$ cat config.mk
export PLATFORM = sky130hd
export DESIGN_NAME = nmr_compare_v4_flat
export DESIGN_NICKNAME = d
export VERILOG_FILES = /design/src/rtl/nmr_compare_v4_if.sv /design/src/rtl/nmr_compare_v4.sv /design/src/flat_wrapper.sv
export SDC_FILE = /design/constraint.sdc
export NUM_CORES = 1
export LEC_CHECK = 0
export BUFFER_PORTS_ARGS = -buffer_cell sky130_fd_sc_hd__buf_2
export CAP_MARGIN = 20
export CELL_PAD_IN_SITES_DETAIL_PLACEMENT = 0
export CELL_PAD_IN_SITES_GLOBAL_PLACEMENT = 1
export CORE_MARGIN = 4
export CORE_UTILIZATION = 45
export DETAILED_ROUTE_END_ITERATION = 12
export GPL_TIMING_DRIVEN = 1
export PLACE_DENSITY = 0.8
export REMOVE_ABC_BUFFERS = 1
export SLEW_MARGIN = 15
export SYNTH_ARGS = -nofsm -noshare
export SYNTH_HDL_FRONTEND = slang
export SYNTH_SLANG_ARGS = --single-unit
$ cat constraint.sdc
create_clock -name clk -period 6.55 [get_ports clk]
set_input_delay 0.655 -clock clk [delete_from_list [all_inputs] [get_ports clk]]
set_output_delay 0.655 -clock clk [all_outputs]
set_load 0.005 [all_outputs]
$ cat src/rtl/nmr_compare_v4_if.sv
// Bus bundle for the N-modular redundancy checker.
// Carries the channel words and their load flags, the compare-mode select, the
// processor acknowledge, and the registered check results and interrupt pulse.
//   data_in         CHANNELS*DATA_W  channel c word at [c*DATA_W +: DATA_W]
//   data_set        CHANNELS         per-channel load flags (rising edge loads)
//   mode            1                0 = exact compare, 1 = majority vote
//   ack             1                processor has consumed the result
//   result          DATA_W           word 0 or bitwise majority
//   is_match        1                result is trustworthy
//   fault_ch        CHANNELS         per-channel fault flags
//   timeout         1                collection timed out
//   done            1                results valid, held until ack
//   err_count       16               saturating failed-check count
//   interupt_prompt 1                one-cycle pulse on entry to DONE
interface nmr_compare_v4_if #(
  parameter int DATA_W   = 32,
  parameter int CHANNELS = 3
);
  logic [CHANNELS*DATA_W-1:0] data_in;
  logic [CHANNELS-1:0]        data_set;
  logic                       mode;
  logic                       ack;
  logic [DATA_W-1:0]          result;
  logic                       is_match;
  logic [CHANNELS-1:0]        fault_ch;
  logic                       timeout;
  logic                       done;
  logic [15:0]                err_count;
  logic                       interupt_prompt;

  modport master (
    output data_in, data_set, mode, ack,
    input  result, is_match, fault_ch, timeout, done, err_count, interupt_prompt
  );

  modport slave (
    input  data_in, data_set, mode, ack,
    output result, is_match, fault_ch, timeout, done, err_count, interupt_prompt
  );
endinterface

$ cat src/rtl/nmr_compare_v4.sv
// N-modular redundancy checker (2 or 3 channels).
// Collects one word per channel on the rising edge of its data_set bit, then
// compares the words exactly or majority-votes them. Results are registered on
// entry to DONE together with a one-cycle interrupt pulse and held until ack.
// A collection that does not complete within TIMEOUT cycles finishes on the
// timeout path. err_count counts failed checks and saturates at ERR_MAX.
// Ports:
//   clk    rising-edge clock
//   reset  synchronous, active-low
//   bus    nmr_compare_v4_if.slave (see interface header for signal list)
module nmr_compare_v4 #(
  parameter int          DATA_W   = 32,
  parameter int          CHANNELS = 3,
  parameter int          TIMEOUT  = 64,
  parameter logic [15:0] ERR_MAX  = 16'hFFFF
) (
  input logic              clk,
  input logic              reset,
  nmr_compare_v4_if.slave  bus
);

  localparam logic [15:0] TO_LAST = 16'(TIMEOUT - 1);

  typedef enum logic [1:0] {IDLE, COLLECT, COMPARE, DONE} state_t;

  function automatic logic [15:0] sat_inc(input logic [15:0] v);
    return (v >= ERR_MAX) ? ERR_MAX : v + 16'd1;
  endfunction

  function automatic logic [DATA_W-1:0] majority3(input logic [DATA_W-1:0] a,
                                                  input logic [DATA_W-1:0] b,
                                                  input logic [DATA_W-1:0] c);
    return (a & b) | (a & c) | (b & c);
  endfunction

  state_t              r_state;
  logic [CHANNELS-1:0] r_ds_q;
  logic [CHANNELS-1:0] r_captured;
  logic [DATA_W-1:0]   r_word [CHANNELS];
  logic [15:0]         r_cnt;
  logic [DATA_W-1:0]   r_result;
  logic                r_match;
  logic [CHANNELS-1:0] r_fault;
  logic                r_timeout;
  logic                r_done;
  logic [15:0]         r_err;
  logic                r_irq;

  logic [CHANNELS-1:0] w_rise;
  logic [CHANNELS-1:0] w_cap;
  logic [CHANNELS-1:0] w_cap_next;
  logic                w_any;
  logic                w_all;
  logic                w_all_eq;
  logic                w_vote;
  logic [DATA_W-1:0]   w_maj;
  logic                w_pair_eq;
  logic [CHANNELS-1:0] w_maj_fault;
  logic [DATA_W-1:0]   w_ev_result;
  logic                w_ev_match;
  logic [CHANNELS-1:0] w_ev_fault;

  // Only the first rise per channel in IDLE/COLLECT loads a word.
  assign w_rise     = bus.data_set & ~r_ds_q;
  assign w_cap      = ((r_state == IDLE) || (r_state == COLLECT)) ?
                      (w_rise & ~r_captured) : '0;
  assign w_cap_next = r_captured | w_cap;
  assign w_any      = |w_cap;
  assign w_all      = &w_cap_next;

  always_comb begin
    w_all_eq = 1'b1;
    for (int c = 1; c < CHANNELS; c++) begin
      if (r_word[c] != r_word[0]) w_all_eq = 1'b0;
    end
  end

  // Voting only exists with three channels; two channels always compare exactly.
  generate
    if (CHANNELS == 3) begin : g_vote
      assign w_maj       = majority3(r_word[0], r_word[1], r_word[2]);
      assign w_pair_eq   = (r_word[0] == r_word[1]) || (r_word[0] == r_word[2]) ||
                           (r_word[1] == r_word[2]);
      assign w_maj_fault = w_pair_eq ? {r_word[2] != w_maj, r_word[1] != w_maj,
                                        r_word[0] != w_maj} : '1;
      assign w_vote      = bus.mode;
    end else begin : g_novote
      assign w_maj       = r_word[0];
      assign w_pair_eq   = w_all_eq;
      assign w_maj_fault = w_all_eq ? '0 : '1;
      assign w_vote      = 1'b0;
    end
  endgenerate

  assign w_ev_result = w_vote ? w_maj       : r_word[0];
  assign w_ev_match  = w_vote ? w_pair_eq   : w_all_eq;
  assign w_ev_fault  = w_vote ? w_maj_fault : (w_all_eq ? '0 : '1);

  // Channel word latches carry data only; validity is tracked by r_captured.
  always_ff @(posedge clk) begin
    for (int c = 0; c < CHANNELS; c++) begin
      if (w_cap[c]) r_word[c] <= bus.data_in[c*DATA_W +: DATA_W];
    end
  end

  always_ff @(posedge clk) begin
    if (!reset) begin
      r_state    <= IDLE;
      r_ds_q     <= '0;
      r_captured <= '0;
      r_cnt      <= '0;
      r_result   <= '0;
      r_match    <= 1'b0;
      r_fault    <= '0;
      r_timeout  <= 1'b0;
      r_done     <= 1'b0;
      r_err      <= '0;
      r_irq      <= 1'b0;
    end else begin
      r_ds_q <= bus.data_set;
      r_irq  <= 1'b0;
      case (r_state)
        IDLE: begin
          if (w_any) begin
            r_captured <= w_cap_next;
            if (w_all) begin
              r_state <= COMPARE;
            end else begin
              r_state <= COLLECT;
              r_cnt   <= '0;
            end
          end
        end
        COLLECT: begin
          r_captured <= w_cap_next;
          // Completing capture takes priority over an expiring counter.
          if (w_all) begin
            r_state <= COMPARE;
          end else if (r_cnt == TO_LAST) begin
            r_state   <= DONE;
            r_result  <= '0;
            r_match   <= 1'b0;
            r_fault   <= ~w_cap_next;
            r_timeout <= 1'b1;
            r_done    <= 1'b1;
            r_irq     <= 1'b1;
            r_err     <= sat_inc(r_err);
          end else begin
            r_cnt <= r_cnt + 16'd1;
          end
        end
        COMPARE: begin
          r_state   <= DONE;
          r_result  <= w_ev_result;
          r_match   <= w_ev_match;
          r_fault   <= w_ev_fault;
          r_timeout <= 1'b0;
          r_done    <= 1'b1;
          r_irq     <= 1'b1;
          if (!w_ev_match) r_err <= sat_inc(r_err);
        end
        DONE: begin
          if (bus.ack) begin
            r_state    <= IDLE;
            r_done     <= 1'b0;
            r_captured <= '0;
          end
        end
        default: r_state <= IDLE;
      endcase
    end
  end

  assign bus.result          = r_result;
  assign bus.is_match        = r_match;
  assign bus.fault_ch        = r_fault;
  assign bus.timeout         = r_timeout;
  assign bus.done            = r_done;
  assign bus.err_count       = r_err;
  assign bus.interupt_prompt = r_irq;

endmodule

$ cat src/flat_wrapper.sv
// flat-port wrapper written by rule: the top's interface ports become plain ports
module nmr_compare_v4_flat 
#(
  parameter int          DATA_W   = 32,
  parameter int          CHANNELS = 3,
  parameter int          TIMEOUT  = 64,
  parameter logic [15:0] ERR_MAX  = 16'hFFFF
)
  (clk, reset, bus_data_in, bus_data_set, bus_mode, bus_ack, bus_result, bus_is_match, bus_fault_ch, bus_timeout, bus_done, bus_err_count, bus_interupt_prompt);
  nmr_compare_v4_if #(.DATA_W(DATA_W), .CHANNELS(CHANNELS)) bus_i ();
  input logic clk;
  input logic reset;
  input wire logic [$bits(bus_i.data_in)-1:0] bus_data_in;
  input wire logic [$bits(bus_i.data_set)-1:0] bus_data_set;
  input wire logic [$bits(bus_i.mode)-1:0] bus_mode;
  input wire logic [$bits(bus_i.ack)-1:0] bus_ack;
  output wire logic [$bits(bus_i.result)-1:0] bus_result;
  output wire logic [$bits(bus_i.is_match)-1:0] bus_is_match;
  output wire logic [$bits(bus_i.fault_ch)-1:0] bus_fault_ch;
  output wire logic [$bits(bus_i.timeout)-1:0] bus_timeout;
  output wire logic [$bits(bus_i.done)-1:0] bus_done;
  output wire logic [$bits(bus_i.err_count)-1:0] bus_err_count;
  output wire logic [$bits(bus_i.interupt_prompt)-1:0] bus_interupt_prompt;
  assign bus_i.data_in = bus_data_in;
  assign bus_i.data_set = bus_data_set;
  assign bus_i.mode = bus_mode;
  assign bus_i.ack = bus_ack;
  assign bus_result = bus_i.result;
  assign bus_is_match = bus_i.is_match;
  assign bus_fault_ch = bus_i.fault_ch;
  assign bus_timeout = bus_i.timeout;
  assign bus_done = bus_i.done;
  assign bus_err_count = bus_i.err_count;
  assign bus_interupt_prompt = bus_i.interupt_prompt;
  nmr_compare_v4 #(.DATA_W(DATA_W), .CHANNELS(CHANNELS), .TIMEOUT(TIMEOUT), .ERR_MAX(ERR_MAX)) u_core (.clk(clk), .reset(reset), .bus(bus_i));
endmodule
==> flow_summary_export.csv, run 1 <==
group,metric,value,unit
routing,first_pass_iters,6,
synth,synth_top_cells_by_area,"edfxtp_1 31%, dfxtp_1 17%, ha_1 14%",
global_route,grt_overflow,0,
sta,fin_tns_setup,0,ps
sta,worst_pin_slew,791,ps
sta,fin_hold_ws,381,ps
global_route,grt_pass1_vias,7515,
run,maxCapViolCount,0,
cells_and_area,finalNetCount,1217,
routing,viasPerCell,5.76,
synth,netlist_area,0.00941,mm²
synth,synthTopCellsByCount,"102 x ha_1, 96 x edfxtp_1, 96 x xnor2_1, 83 x nand2_1, 79 x dfxtp_1",
clock_network,cts-root-buf,"clkbuf_16",
placement,port_buffers,157,
sta,setup_violations,0,
die,dieHeight,153,µm
placement,dpl.hpwl,19200,µm
sta,skew,12.2,ps
synth,yosysMostFrequentCell,"ha_1",
worst_setup_path,path_class,"reg -> reg",
synth,synth_edf_count,96,
cells_and_area,drive_gt1_share,21.4,%
hold_path,worstHoldPathType,"in -> reg",
synth,synth_top_area_share,30.7,%
clock_network,clock_latency,440,ps
clock_network,cts-resized-gates,0,
die,start_util,46.2,%
cells_and_area,synthToLayoutAreaGrowth,17.6,%
synth,yosys.area.top_type,"edfxtp_1",
clock_network,cts_hold_buf,0,
synth,synth-main-ff-cell,"edfxtp_1",
sta,hold_viol,0,
routing,route.detailed.drc,0,
clock_network,path_clk_slew,70,ps
sta,maxSlewViolCount,0,
clock_network,cts_tree,"built",
routing,wl_per_cell,20.5,µm
global_route,grtUsageTotal,22.6,%
synth,syn_area_per_cell,10.9,µm²
global_route,grt_pass1_wl,41600,µm
placement,pre_cts_slack,3440,ps
worst_setup_path,crit_path_end_kind,"flip-flop",
global_route,antenna_found_initial,2,
clock_network,cts_made_buffers,17,
clock_network,cts.sinks,175,
die,core_area,0.0204,mm²
die,rows,52,
cells_and_area,fin_cells,1295,
die,die_x,153,µm
synth,ys_seq_elements,175,
cells_and_area,antenna_cells,0,
synth,ys_async_sr_fraction,0,%
placement,gp_congestion,0.919,
routing,drt-initial-drc-count,491,
synth,seq_area_frac_synth,47.5,%
clock_network,htreeDepth,4,
die,io_pins,158,
sta,rsz0062_at_grt,"false",
worst_setup_path,critPathMaxFanout,34,
worst_setup_path,crit_arrival,3480,ps
clock_network,post_cts_buffers,0,
global_route,grt_max_degree,55,
routing,vias,7462,
worst_setup_path,start_kind,"flip-flop",
pwr,p_per_area,355,mW/mm²
synth,synth_cell_types,61,
sta,period_needed,3110,ps
die,dieArea,0.0233,mm²
worst_setup_path,worstPathRequired,6920,ps
status,status,"completed",
placement,placed_cells,1262,
routing,postRouteWirelength,26500,µm
pwr,vdd_drop_max,0.231,mV
routing,drt.antenna.violating_nets,0,
clock_network,clock_path_buffers,2,
sta,max_slew_margin,47.2,%
synth,yosysWarnings,0,
sta,fmaxAchievable,322,MHz
sta,setup_slack,3440,ps
sta,min_period_over_period,47.4,%
pwr,power_leakage,4.13,nW
synth,synth_cells,859,
-- critical path, stage by stage (launching register included) --
cell      delay, ps
dfxtp_1         360
inv_1            90
ha_1            290
nor2_1          160
nor4b_2         270
buf_4           510
or4b_4          280
nand4b_1        330
or4_1           580
a21oi_1         160
-- flip-flops by register name (all words and copies together) (netlist names) --
register,cells
u_core.r_word,96
u_core.bus.fault_ch,3
u_core.bus.timeout,1
u_core.bus.result,32
u_core.bus.interupt_prompt,1
u_core.bus.err_count,16
u_core.r_state,2
u_core.bus.is_match,1
u_core.r_cnt,16
u_core.bus.done,1
u_core.r_captured,3
u_core.r_ds_q,3
-- power by group --
group	internal [W]	total (W)	switching, W
registers	0.00138	0.00157	0.000191
logic	0.000516	0.00136	0.000841
clock network	0.000508	0.000993	0.000485
total	0.00240	0.00392	0.00152
-- metrics by stage --
step                      util (%)  power, W  instance area (µm²)
after floorplan                  -   0.00243                 9250
after CTS                     54.2   0.00394                11000
after global routing          54.3   0.00415                11100
after global placement        51.4   0.00293                10500
final                         54.3   0.00392                11100
after detailed placement      51.4   0.00294                10500
-- metal layers --
| metal | vias up | part of all wire [%] | GRT usage [%] |
|---|---|---|---|
| met4 | 4 | 1.6 | 6.19 |
| met1 | 3544 | 44 | 30.0 |
| met5 | - | 0.10 | 0 |
| met3 | 33 | 7.0 | 5.65 |
| li1 | 3627 | - | - |
| met2 | 254 | 47 | 37.0 |
-- worst paths after layout --
check / start / to / slack (ps) / depth (start not counted)
setup / recovery: u_core.r_state[1] / u_core.r_cnt[15] / 3440 / 9
hold / removal: bus_data_in[13] / u_core.r_word[0][13] / 380 / 1
setup reg to reg: u_core.r_state[1] / u_core.r_cnt[15] / 3440 / 9
hold reg to reg: u_core.bus.result[1] / u_core.bus.result[1] / 450 / 2
-- cell usage in the layout, fill, tap and decap left out, drive strengths merged, types with 7 or more instances in the layout --
cell     synthesis  final
or3              7      7
ha             102    102
buf             10    167
or4             10     10
nand2           83     83
a21oi           49     49
nor3            40     40
dfxtp           79     79
a31oi           15     15
inv             16     26
nand4           19     19
edfxtp          96     96
clkbuf          23     18
nor4            49     49
nor2            24     24
and3            10     10
nand3           15     15
xnor2           96     96
o2111ai         32     32
o31ai           11     11
o21ai            9      9
a211oi          16     16
-- logic make-up after synthesis --
family          Yosys count  share of synthesized area [%]
flops                   175                           47.5
compound gates          154                           11.4
mux                       3                          0.319
buf+inv                  49                           2.26
simple gates            277                           15.8
fa+ha+maj               102                           13.6
xor+xnor                 99                           9.22
-- layout make-up --
cell class,instances,area [µm²]
well taps,270,338
multi-input cells,635,4750
clock inverters,14,140
repair buffers,167,873
fillers,1843,9310
flip-flops and latches,175,4460
clock buffers,18,429
inverters,16,60.1
Note: power is estimated with default switching activity, not from simulation.
==> run 2: changes to the inputs <==
==> constraint.sdc (replaced) <==
create_clock -name clk -period 3 [get_ports clk]
set_input_delay 0.3 -clock clk [delete_from_list [all_inputs] [get_ports clk]]
set_output_delay 0.3 -clock clk [all_outputs]
set_load 0.005 [all_outputs]
==> flow_summary_export.csv, run 2 (synthesis results as in run 1) <==
group,metric,value,unit
worst_setup_path,r2r-start,"u_core.r_state[1]",
worst_setup_path,r2r_end,"u_core.bus.result[19]",
placement,dpl.hpwl,19700,µm
global_route,grt_pass1_vias,7431,
worst_setup_path,slowest_delay,430,ps
pwr,seq_power_share,38.0,%
global_route,grt_overflow,0,
global_route,grt_pass1_wl,41600,µm
pwr,vdd_drop_max,0.375,mV
clock_network,cts-root-buf,"clkbuf_16",
worst_setup_path,path_cells,"inv_1 -> ha_1 -> or2_1 -> a31oi_2 -> o311a_1 -> o21a_1 -> buf_12 -> o2111ai_1 -> a21oi_1",
sta,fin_hold_ws,35.9,ps
placement,port_buffers,157,
die,die_x,153,µm
sta,rsz0062_at_grt,"false",
cells_and_area,fin_cells,1315,
worst_setup_path,path_class,"reg -> reg",
status,status,"completed",
worst_setup_path,critPathMaxFanout,13,
sta,min_period_over_period,92.6,%
cells_and_area,finalNetCount,1237,
cells_and_area,drive_gt1_share,23.2,%
sta,worst_pin_slew,696,ps
die,dieHeight,153,µm
routing,drt.antenna.violating_nets,0,
sta,skew,11.1,ps
sta,period_needed,2780,ps
worst_setup_path,start_kind,"flip-flop",
hold_path,hold_end,"u_core.r_word[0][90]",
global_route,grtUsageTotal,22.6,%
die,io_pins,158,
clock_network,cts.sinks,175,
sta,hold_viol,0,
cells_and_area,antenna_cells,0,
routing,first_pass_iters,6,
clock_network,htreeDepth,4,
pwr,power_leakage,4.26,nW
clock_network,cts_hold_buf,0,
die,core_area,0.0204,mm²
hold_path,hold_start,"bus_data_in[90]",
worst_setup_path,worstPathRequired,3350,ps
clock_network,path_clk_slew,70,ps
run,maxCapViolCount,0,
worst_setup_path,crit_arrival,3120,ps
clock_network,clock_latency,430,ps
routing,viasPerCell,5.75,
hold_path,worstHoldPathType,"in -> reg",
placement,dpl_cell_area,0.0107,mm²
cells_and_area,largest_register_ffs,96,
placement,placed_cells,1281,
die,start_util,46.2,%
cells_and_area,top_register,"u_core.r_word",
global_route,antenna_found_initial,2,
die,dieArea,0.0233,mm²
hold_path,hold_depth,1,
sta,fmaxAchievable,360,MHz
pwr,power.switching,0.00331,W
routing,drt-initial-drc-count,452,
cells_and_area,final_common_cell,"buf_2",
global_route,grt_util_met1,30.3,%
routing,vias,7561,
pwr,clkPwrFrac,26.7,%
pwr,p_comb_share,35.3,%
placement,gp_congestion,0.884,
routing,wl_per_cell,20.4,µm
clock_network,cts_made_buffers,17,
pwr,switching_share,36.6,%
cells_and_area,final_area,0.0113,mm²
sta,setup_violations,0,
cells_and_area,mostFrequentLayoutCells,"157 x buf_2, 102 x ha_1, 96 x xnor2_1, 96 x edfxtp_1, 83 x nand2_1",
clock_network,clock_path_buffers,2,
global_route,busiest_layer,"met2",
cells_and_area,synthToLayoutAreaGrowth,20.5,%
worst_setup_path,critPathSlowestCell,"o21a_1",
sta,max_slew_margin,53.2,%
pwr,internal_power,0.00573,W
pwr,p_per_area,798,mW/mm²
clock_network,cts_tree,"built",
global_route,grt_max_degree,42,
worst_setup_path,crit_path_end_kind,"flip-flop",
routing,postRouteWirelength,26800,µm
sta,maxSlewViolCount,0,
worst_setup_path,r2r_slack,220,ps
global_route,groute.layer.met2.usage,36.7,%
die,rows,52,
global_route,grt.met3_usage,6.05,%
worst_setup_path,r2r_cells,9,
pwr,p_total,0.00904,W
routing,route.detailed.drc,0,
[run 2: area by class of cell]
type / instances / area, µm²
Multi-Input combinational cell: 635 / 4780
Tap cell: 270 / 338
Inverter: 16 / 60.1
Clock inverter: 14 / 206
Timing Repair Buffer: 187 / 1050
Sequential cell: 175 / 4460
Fill cell: 1771 / 9030
Clock buffer: 18 / 429
[run 2: power by group through the flow]
stage | registers [W] | clock network, W | logic (W)
floorplan | 0.00338 | 0 | 0.00192
global placement | 0.00347 | 0 | 0.00311
detailed placement | 0.00346 | 0 | 0.00315
CTS | 0.00342 | 0.00244 | 0.00319
global route | 0.00348 | 0.00256 | 0.00351
finish | 0.00344 | 0.00241 | 0.00320
[run 2: what timing repair did]
item | CTS | global route
buffers inserted | 2 | 0
setup endpoints to repair | 1 | 28
pin swaps | 1 | 1
resized for setup | 0 | 4
[run 2: how the worst max path moves through the flow]
stage | from | end | slack, ps
after floorplan | u_core.r_state[1] | u_core.r_cnt[0] | -2920
after global routing | u_core.r_word[0][3] | u_core.bus.fault_ch[2] | 10
final | u_core.r_state[1] | u_core.bus.result[19] | 220
after detailed placement | u_core.r_state[0] | u_core.r_cnt[13] | 40
after global placement | u_core.r_state[1] | u_core.r_cnt[13] | 130
after CTS | u_core.r_state[0] | u_core.bus.err_count[12] | 60
[run 2: metrics by stage]
step | setup TNS, ps | worst slack [ps] | utilization [%]
global route | 0 | 11.6 | 55.6
CTS | 0 | 59.1 | 55.5
global placement | 0 | 133 | 52.3
finish | 0 | 222 | 55.6
detailed placement | 0 | 38.2 | 52.3
floorplan | -228840 | -2920 | -
[run 2: layer usage]
metal  vias up  part of all wire (%)
met3        37                   6.3
li1       3656                     -
met1      3624                    44
met2       240                    47
met5         -                 0.078
met4         4                   1.9
[run 2: worst max-delay path: cells and delay by family (launching register included)]
| kind | cells | cell delay [ps] |
|---|---|---|
| AO/OA/AOI/OAI | 5 | 1410 |
| flip-flops | 1 | 410 |
| AND/OR/NAND/NOR | 1 | 300 |
| buffers and inverters | 2 | 290 |
| adder cells (fa/ha/maj) | 1 | 270 |
